==> src/rtl/logic_cmd_driver_pkg.sv <==
// rtl/logic_cmd_driver_pkg.sv - shared opcodes and FSM state type for the logic command driver
package logic_cmd_driver_pkg;

  // Opcode encoding shared by the command driver and the logic unit
  localparam logic [1:0] OP_AND     = 2'b00;
  localparam logic [1:0] OP_OR      = 2'b01;
  localparam logic [1:0] OP_NOT     = 2'b10;
  localparam logic [1:0] OP_ILLEGAL = 2'b11;

  // Command sequencing states
  typedef enum logic [2:0] {
    ST_HDR  = 3'd0,
    ST_OPA  = 3'd1,
    ST_OPB  = 3'd2,
    ST_EXEC = 3'd3,
    ST_RESP = 3'd4
  } state_t;

  // Only the three defined operations are accepted from a header
  function automatic logic op_is_legal(input logic [1:0] op);
    return (op != OP_ILLEGAL);
  endfunction

  // NOT takes a single operand, so its command skips operand B
  function automatic logic op_is_unary(input logic [1:0] op);
    return (op == OP_NOT);
  endfunction

endpackage

==> src/rtl/logic_cmd_driver.sv <==
// rtl/logic_cmd_driver.sv - byte-stream command sequencer driving an external and/or/not logic unit
module logic_cmd_driver
  import logic_cmd_driver_pkg::*;
#(
  parameter int unsigned SETTLE_CYCLES = 1
)
(
  input  logic       clk,
  input  logic       rst,
  input  logic       in_valid,
  input  logic [7:0] in_data,
  output logic       in_ready,
  output logic [7:0] alu_a,
  output logic [7:0] alu_b,
  output logic [1:0] alu_ctrl,
  input  logic [7:0] alu_s,
  output logic       out_valid,
  output logic [7:0] out_data,
  input  logic       out_ready,
  output logic       err
);

  // EXEC lasts SETTLE_CYCLES cycles: the counter is loaded with one less and exits at zero
  localparam logic [3:0] SETTLE_LOAD = 4'(SETTLE_CYCLES - 1);

  state_t     state;
  logic [3:0] settle_cnt;

  logic in_xfer;
  logic out_xfer;

  assign in_xfer  = in_valid && in_ready;
  assign out_xfer = out_valid && out_ready;

  // Command FSM; every output is registered so in_ready/out_valid/err never glitch.
  // alu_ctrl doubles as the latched opcode: it is zero outside a command and holds
  // the header op from the cycle after acceptance until the result is taken.
  always_ff @(posedge clk) begin
    if (rst) begin
      state      <= ST_HDR;
      settle_cnt <= 4'd0;
      alu_a      <= 8'h00;
      alu_b      <= 8'h00;
      alu_ctrl   <= OP_AND;
      out_data   <= 8'h00;
      out_valid  <= 1'b0;
      err        <= 1'b0;
      in_ready   <= 1'b1;
    end else begin
      err <= 1'b0;
      case (state)
        ST_HDR: begin
          if (in_xfer) begin
            if (op_is_legal(in_data[1:0])) begin
              alu_ctrl <= in_data[1:0];
              state    <= ST_OPA;
            end else begin
              // Illegal header is dropped without touching the operands
              err <= 1'b1;
            end
          end
        end

        ST_OPA: begin
          if (in_xfer) begin
            alu_a <= in_data;
            if (op_is_unary(alu_ctrl)) begin
              alu_b      <= 8'h00;
              settle_cnt <= SETTLE_LOAD;
              in_ready   <= 1'b0;
              state      <= ST_EXEC;
            end else begin
              state <= ST_OPB;
            end
          end
        end

        ST_OPB: begin
          if (in_xfer) begin
            alu_b      <= in_data;
            settle_cnt <= SETTLE_LOAD;
            in_ready   <= 1'b0;
            state      <= ST_EXEC;
          end
        end

        ST_EXEC: begin
          if (settle_cnt == 4'd0) begin
            out_data  <= alu_s;
            out_valid <= 1'b1;
            state     <= ST_RESP;
          end else begin
            settle_cnt <= settle_cnt - 4'd1;
          end
        end

        ST_RESP: begin
          if (out_xfer) begin
            out_valid <= 1'b0;
            alu_ctrl  <= OP_AND;
            in_ready  <= 1'b1;
            state     <= ST_HDR;
          end
        end

        default: begin
          out_valid <= 1'b0;
          alu_ctrl  <= OP_AND;
          in_ready  <= 1'b1;
          state     <= ST_HDR;
        end
      endcase
    end
  end

endmodule

==> config.mk <==
export PLATFORM = sky130hd
export DESIGN_NAME = logic_cmd_driver
export DESIGN_NICKNAME = d
export VERILOG_FILES = /design/src/rtl/logic_cmd_driver_pkg.sv /design/src/rtl/logic_cmd_driver.sv
export SDC_FILE = /design/constraint.sdc
export NUM_CORES = 1
export LEC_CHECK = 0
export CORE_ASPECT_RATIO = 0.9
export CORE_MARGIN = 1.5
export CORE_UTILIZATION = 46
export DETAILED_ROUTE_END_ITERATION = 16
export PLACE_DENSITY = 0.87
export SKIP_LAST_GASP = 1
export SLEW_MARGIN = 5
export SYNTH_ARGS = -nofsm -noshare
export SYNTH_HDL_FRONTEND = slang
export SYNTH_SLANG_ARGS = --single-unit
==> constraint.sdc <==
create_clock -name clk -period 2 [get_ports clk]
set_clock_uncertainty 0.2 [all_clocks]
set_input_delay 0.5 -clock clk [delete_from_list [all_inputs] [get_ports clk]]
set_output_delay 0.5 -clock clk [all_outputs]
set_load 0.005 [all_outputs]
==> results of run 1 <==
power by group through the flow:
| stage | logic (mW) | registers [mW] | clock network, mW |
|---|---|---|---|
| after floorplan | 0.119 | 0.770 | 0 |
| after global placement | 0.223 | 0.783 | 0 |
| after detailed placement | 0.226 | 0.783 | 0 |
| after CTS | 0.228 | 0.767 | 0.624 |
| after global routing | 0.247 | 0.771 | 0.654 |
| final | 0.227 | 0.768 | 0.616 |
tightest hold or removal path, delay by kind of cell, from the launching register on:
| family | cells | cell delay [ns] |
|---|---|---|
| AO/OA/AOI/OAI | 1 | 0.05 |
| flip-flops | 1 | 0.31 |
| AND/OR/NAND/NOR | 1 | 0.05 |
worst paths after layout:
kind                      start           to  slack (ns)
setup reg to reg  settle_cnt[0]  out_data[0]        0.23
hold reg to reg     out_data[3]  out_data[3]        0.26
setup / recovery       in_ready     in_ready        0.11
hold / removal      out_data[3]  out_data[3]        0.26
metal layers:
metal | share of wire | up-vias
met5 | 0 | -
met4 | 0.016 | 0
met3 | 0.053 | 6
met2 | 0.46 | 41
met1 | 0.47 | 689
li1 | - | 713
state kept, by name (all words and copies together), names as in the netlist:
register	flops
out_valid	1
alu_a	8
alu_ctrl	2
alu_b	8
out_data	8
state	3
settle_cnt	4
err	1
in_ready	1
cell families after synthesis:
family	synth area share
buf+inv	0.0486
mux	0.0573
fa+ha+maj	0.0143
simple gates	0.229
flops	0.459
compound gates	0.192
cell type report:
| type | instances | share of cell area |
|---|---|---|
| Clock buffer | 6 | 0.0320 |
| Clock inverter | 2 | 0.0155 |
| Inverter | 4 | 0.00663 |
| Multi-Input combinational cell | 117 | 0.342 |
| Sequential cell | 36 | 0.319 |
| Tap cell | 42 | 0.0232 |
| Timing Repair Buffer | 61 | 0.262 |
synthesized netlist by cell type, drive strengths merged (2+ instances only):
master,n,share of area
and2,2,0.0080
a21oi,13,0.041
nor3b,2,0.016
inv,4,0.0096
a22oi,8,0.038
clkbuf,4,0.0096
nand2,15,0.037
o21ai,6,0.021
a211oi,2,0.0096
nor2,19,0.045
and3b,2,0.011
nand3,9,0.029
buf,7,0.029
or3,2,0.0080
and2b,3,0.014
mux2i,9,0.057
a32oi,3,0.022
nand2b,2,0.0080
dfxtp,36,0.46
nor3,2,0.0064
per-stage QoR:
stage / cells / utilization
after floorplan: 168 / -
after global placement: 260 / 0.681
after detailed placement: 260 / 0.681
after CTS: 268 / 0.715
after global routing: 268 / 0.717
final: 268 / 0.717
what timing repair did:
action | in CTS | in global routing
endpoints found under the setup margin | 0 | 4
hold buffers | 0 | 0
gates resized for setup | 0 | 3
==> flow_summary.rst, run 1 <==
.. list-table::
   :header-rows: 1

   * - Metric
     - Value
   * - Pre-CTS worst setup slack
     - -0.243 ns
   * - Clock tree from TritonCTS
     - yes
   * - Switch Pwr
     - 366 µW
   * - Filler cells
     - 239
   * - Via density
     - 5.41
   * - Setup repair after global routing missed its margin
     - no
   * - WHS
     - 0.256 ns
   * - Number of DRC violations after detailed-routing iteration 0
     - 171
   * - Number of H-tree levels
     - 2
   * - Number of placement rows
     - 19
   * - Full die area
     - 0.00378 mm²
   * - Fraction of power consumed by the clock network
     - 0.383
   * - Root buf cell
     - sky130_fd_sc_hd__clkbuf_8
   * - Seq/Total Area, Yosys
     - 0.459
   * - Routability congestion estimate from global placement
     - 0.817
   * - Logic depth of the worst register-to-register path
     - 7
   * - Antenna-violating nets left
     - 0
   * - Ys flop type
     - sky130_fd_sc_hd__dfxtp_1
   * - Global routing usage on met2
     - 0.314
   * - Maximum number of pins on one net before global-route repair
     - 18
   * - GRT met1 Usage
     - 0.278
   * - Via count of the first global-routing pass
     - 1361
   * - Clock-pin transition on the worst setup and hold timing paths
     - 0.07 ns
   * - Gate Count Post-Synth
     - 168
   * - Post-route design area
     - 0.00227 mm²
   * - Total power after layout
     - 1.61 mW
   * - Fraction of final layout cells with drive strength greater than 1
     - 0.137
   * - GR peak layer
     - met2
   * - Final clock period utilization by the worst path
     - 0.944
   * - Relative slew slack
     - 0.697
   * - Total clock sinks
     - 36
   * - CP bufs+invs
     - 1
   * - Achievable Freq
     - 530 MHz
   * - Overall via count from detail_route
     - 1449
   * - Cts bufs inserted
     - 5
   * - Total power density per cell area
     - 711 mW/mm²
   * - Critical path class
     - reg -> out
   * - Logic depth of the worst setup path including buffers
     - 1
   * - Y dimension of the die
     - 58.5 µm
   * - Total area of multi-input combinational cells
     - 776 µm²
   * - Leak pwr
     - 0.807 nW
   * - Count of different cell masters after synthesis
     - 43
   * - Proportion of power drawn by combinational gates
     - 0.141
   * - Wire length of the first global-routing pass
     - 6020 µm
   * - Area of the core
     - 0.00316 mm²
   * - Post-route worst setup slack
     - 0.112 ns
   * - Slew Limit Fails
     - 0
   * - Peak supply drop
     - 0.409 mV
   * - Master of the slowest instance on the critical path
     - sky130_fd_sc_hd__clkdlybuf4s50_1
   * - Series of cell instances along the critical path
     - clkdlybuf4s50_1
   * - Layout net count
     - 246
   * - Int Power
     - 1.24 mW
   * - Wirelength per Cell
     - 13.8 µm
   * - I/O pin count
     - 49
   * - Initial antenna violation count
     - 0
   * - Overall fraction of global-route tracks in use
     - 0.205
   * - Count of maximum capacitance violations
     - 0
   * - Synthesis-stage register bit count
     - 36
   * - Cell area after synthesis
     - 0.00157 mm²
   * - Final HPWL DP
     - 2640 µm
   * - Post-DP Area
     - 0.00215 mm²
   * - Slowest stage delay, CP
     - 0.52 ns
   * - CP top delay family
     - buffers and inverters
   * - Leading cell type in the layout, fill and taps excluded
     - sky130_fd_sc_hd__clkdlybuf4s50_1
   * - Slew @ Worst Pin
     - 0.454 ns
   * - Net Count, Synth
     - 189
   * - Commonest cells after routing, fill and taps aside
     - sky130_fd_sc_hd__clkdlybuf4s50_1 (47), sky130_fd_sc_hd__dfxtp_1 (35), sky130_fd_sc_hd__nor2_1 (19)
   * - Instance count along the most critical hold path
     - 2
   * - Count of unresolved DRC violations after routing
     - 0
   * - Startpoint type of the worst setup path
     - flop
   * - Status
     - finished, final reports clean
   * - Finish-stage setup viols
     - 0
   * - Met3 track demand over resource
     - 0.0516
   * - Area growth from synthesis to layout
     - 44.2%
   * - Number of flops mapped to enable cells by yosys
     - 0
   * - Number of setup buffers added after CTS
     - 0
   * - Initial core utilization
     - 0.497
   * - Fraction of synthesis flops using an asynchronous set or reset pin
     - 0
   * - Aggregate global routing overflow
     - 0
   * - Area taken by flip-flops and latches
     - 722 µm²
   * - Sw Ratio
     - 0.227
   * - Port Buffer Count
     - 48
   * - Syn avg cell area
     - 9.35 µm²
   * - Antenna cells
     - 0
   * - CTS Buffer Depth
     - 2
   * - Required time worst endpoint
     - 1.30 ns
   * - Number of hold violations in the final report
     - 0
   * - Routed wire length
     - 3710 µm
   * - Setup TNS
     - 0 ns
   * - Clk_lat worst skew
     - 0.28 ns
   * - Yosys synthesis warning count
     - 0
   * - Worst setup EP type
     - output pin
   * - DRT Pass-1 Iters
     - 5
   * - Critical path arrival
     - 1.19 ns
   * - Path class of the lowest-slack min-delay path
     - reg -> reg
   * - Critical path fanouts, max
     - 6
   * - Share of power burned in registers
     - 0.476
   * - Die span in x
     - 64.6 µm
   * - Shortest period the worst path allows
     - 1.89 ns
Power figures use the tool's default switching activity.
==> inputs of run 2 (changes only) <==
==> constraint.sdc (replaced) <==
create_clock -name clk -period 2 [get_ports clk]
set_clock_uncertainty 0.2 [all_clocks]
set_input_delay 0.2 -clock clk [delete_from_list [all_inputs] [get_ports clk]]
set_output_delay 0.2 -clock clk [all_outputs]
set_load 0.005 [all_outputs]
==> flow_summary.rst, run 2 (synthesis gave the netlist of run 1 again) <==
.. list-table::
   :header-rows: 1

   * - Metric
     - Value
   * - Worst setup EP type
     - flop (was output pin)
   * - Overall via count from detail_route
     - 1431 (was 1449)
   * - Critical path fanouts, max
     - 13 (was 6)
   * - Antenna cells
     - 0 (unchanged)
   * - Logic depth of the worst register-to-register path
     - 4 (was 7)
   * - Root buf cell
     - sky130_fd_sc_hd__clkbuf_8 (unchanged)
   * - Pre-CTS worst setup slack
     - 0.0796 ns (was -0.243 ns)
   * - Die span in x
     - 64.6 µm (unchanged)
   * - Initial core utilization
     - 0.497 (unchanged)
   * - Area growth from synthesis to layout
     - 40.1% (was 44.2%)
   * - Leak pwr
     - 0.759 nW (was 0.807 nW)
   * - Launch point of the critical path
     - state[0] (was in_ready)
   * - CTS Hold Bufs
     - 0 (unchanged)
   * - Series of cell instances along the critical path
     - and4bb_2, a32oi_2, or3_1, a21oi_1 (was clkdlybuf4s50_1)
   * - Path class of the lowest-slack min-delay path
     - reg -> reg (unchanged)
   * - Post-route worst setup slack
     - 0.113 ns (was 0.112 ns)
   * - Relative slew slack
     - 0.646 (was 0.697)
   * - Via density
     - 5.46 (was 5.41)
   * - Non-filler cells in the finished layout
     - 262 (was 268)
   * - Slew @ Worst Pin
     - 0.531 ns (was 0.454 ns)
   * - Status
     - finished, final reports clean (unchanged)
   * - Clock tree from TritonCTS
     - yes (unchanged)
   * - Cts bufs inserted
     - 5 (unchanged)
   * - Endpoint of the most critical setup path
     - settle_cnt[1] (was in_ready)
   * - Antenna-violating nets left
     - 0 (unchanged)
   * - Achievable Freq
     - 530 MHz (about the same)
   * - Commonest cells after routing, fill and taps aside
     - sky130_fd_sc_hd__clkdlybuf4s50_1 (48), sky130_fd_sc_hd__dfxtp_1 (36), sky130_fd_sc_hd__nor2_1 (19) (was sky130_fd_sc_hd__clkdlybuf4s50_1 (47), sky130_fd_sc_hd__dfxtp_1 (35), sky130_fd_sc_hd__nor2_1 (19))
   * - CTS resizes
     - 0 (unchanged)
   * - Slew Limit Fails
     - 0 (unchanged)
   * - Critical path class
     - reg -> reg (was reg -> out)
   * - Wire length of the first global-routing pass
     - 6150 µm (was 6020 µm)
   * - Final clock period utilization by the worst path
     - 0.944 (about the same)
   * - Clk_lat worst skew
     - 0.29 ns (was 0.28 ns)
   * - Count of unresolved DRC violations after routing
     - 0 (unchanged)
   * - Number of hold violations in the final report
     - 0 (unchanged)
   * - CTS Buffer Depth
     - 2 (unchanged)
   * - Slowest stage delay, CP
     - 0.66 ns (was 0.52 ns)
   * - CP bufs+invs
     - 0 (was 1)
   * - Filler cells
     - 254 (was 239)
   * - Wirelength per Cell
     - 14.3 µm (was 13.8 µm)
   * - DRT Pass-1 Iters
     - 4 (was 5)
   * - Clock-pin transition on the worst setup and hold timing paths
     - 0.07 ns (about the same)
   * - Logic depth of the worst setup path including buffers
     - 4 (was 1)
   * - Endpoint of the worst-slack reg-to-reg timing path
     - settle_cnt[1] (was out_data[0])
   * - I/O pin count
     - 49 (unchanged)
   * - Required time worst endpoint
     - 2.03 ns (was 1.30 ns)
   * - Total clock sinks
     - 36 (unchanged)
   * - Port Buffer Count
     - 48 (unchanged)
   * - Shortest period the worst path allows
     - 1.89 ns (about the same)
   * - Number of placement rows
     - 19 (unchanged)
   * - Startpoint type of the worst setup path
     - flop (unchanged)
   * - CP top delay family
     - simple AND/OR/NAND/NOR gates (was buffers and inverters)
   * - Number of H-tree levels
     - 2 (unchanged)
   * - Biggest regs
     - alu_a x8, alu_b x8, out_data x8 (unchanged)
   * - Area of the core
     - 0.00316 mm² (unchanged)
   * - Worst R2R Start
     - state[0] (was settle_cnt[0])
   * - Overall fraction of global-route tracks in use
     - 0.214 (was 0.205)
   * - Via count of the first global-routing pass
     - 1369 (was 1361)
   * - Full die area
     - 0.00378 mm² (unchanged)
   * - Initial antenna violation count
     - 0 (unchanged)
   * - Number of setup buffers added after CTS
     - 0 (unchanged)
   * - Total instance count after detailed placement
     - 254 (was 260)
   * - Fraction of final layout cells with drive strength greater than 1
     - 0.105 (was 0.137)
   * - Leading cell type in the layout, fill and taps excluded
     - sky130_fd_sc_hd__clkdlybuf4s50_1 (unchanged)
   * - Number of DRC violations after detailed-routing iteration 0
     - 75 (was 171)
   * - Master of the slowest instance on the critical path
     - sky130_fd_sc_hd__dfxtp_1 (was sky130_fd_sc_hd__clkdlybuf4s50_1)
   * - Count of maximum capacitance violations
     - 0 (unchanged)
   * - Peak supply drop
     - 0.517 mV (was 0.409 mV)
   * - Routed wire length
     - 3740 µm (was 3710 µm)
   * - Routability congestion estimate from global placement
     - 0.815 (was 0.817)
   * - Setup slack of the worst register-to-register path
     - 0.11 ns (was 0.23 ns)
   * - Y dimension of the die
     - 58.5 µm (unchanged)
   * - Layout net count
     - 240 (was 246)
   * - Maximum number of pins on one net before global-route repair
     - 26 (was 18)
   * - Finish-stage setup viols
     - 0 (unchanged)
   * - Setup repair after global routing missed its margin
     - no (unchanged)
   * - Total power density per cell area
     - 690 mW/mm² (was 711 mW/mm²)
   * - Aggregate global routing overflow
     - 0 (unchanged)
   * - Critical path arrival
     - 1.91 ns (was 1.19 ns)
   * - Setup TNS
     - 0 ns (unchanged)
   * - Final HPWL DP
     - 2560 µm (was 2640 µm)
==> run 2: cell count changes in the layout (fill, tap and decap cells not counted), sizes merged <==
| cell | before | now |
|---|---|---|
| buf | 13 | 7 |
| bufinv | 1 | 0 |
| clkbuf | 6 | 7 |
| clkdlybuf4s50 | 47 | 48 |
| clkinv | 1 | 0 |
| clkinvlp | 0 | 1 |
| dlymetal6s2s | 1 | 0 |
==> run 2: layer usage <==
metal | vias to the layer above | track usage | part of all wire
met1 | 676 | 0.264 | 0.48
li1 | 705 | - | -
met4 | 0 | 0.106 | 0.016
met2 | 45 | 0.345 | 0.45
met3 | 5 | 0.0650 | 0.056
met5 | - | 0 | 0
==> run 2: area by class of cell <==
class,instances,area [µm²],share of cell area
repair buffers,55,546,0.248
clock inverters,1,7.51,0.00341
inverters,4,15.0,0.00682
flip-flops and latches,36,721,0.327
clock buffers,7,86.3,0.0392
multi-input cells,117,774,0.352
well taps,42,52.6,0.0239
==> run 2: worst min-delay path by stage <==
stage                   to  slack [ns]  depth (start not counted)         from
3_3_place_gp   out_data[5]        0.24                          2  out_data[5]
3_5_place_dp   out_data[5]        0.25                          2  out_data[5]
6_report       out_data[2]        0.26                          2  out_data[2]
4_1_cts        out_data[5]        0.26                          2  out_data[5]
5_1_grt        out_data[1]        0.28                          3     alu_s[1]
2_1_floorplan          err        0.15                          1   in_data[1]
==> run 2: per-stage QoR <==
stage / total power, mW / area [µm²] / utilization / hold slack, ns
final: 1.52 / 2200 / 0.696 / 0.257
after CTS: 1.52 / 2200 / 0.696 / 0.257
after detailed placement: 0.994 / 2110 / 0.667 / 0.248
after floorplan: 0.889 / 1570 / - / 0.146
after global placement: 0.991 / 2110 / 0.667 / 0.245
after global routing: 1.57 / 2200 / 0.696 / 0.282
==> run 2: worst reg2reg max path, delay by kind of cell, from the launching register on <==
kind             cells  cell delay (ns)
AO/OA/AOI/OAI        2             0.25
flip-flops           1             0.66
AND/OR/NAND/NOR      2             0.72
==> run 2: where the power goes <==
part | internal, mW | switching (mW)
clock network | 0.280 | 0.261
registers | 0.739 | 0.0299
logic | 0.124 | 0.0870
total | 1.14 | 0.378
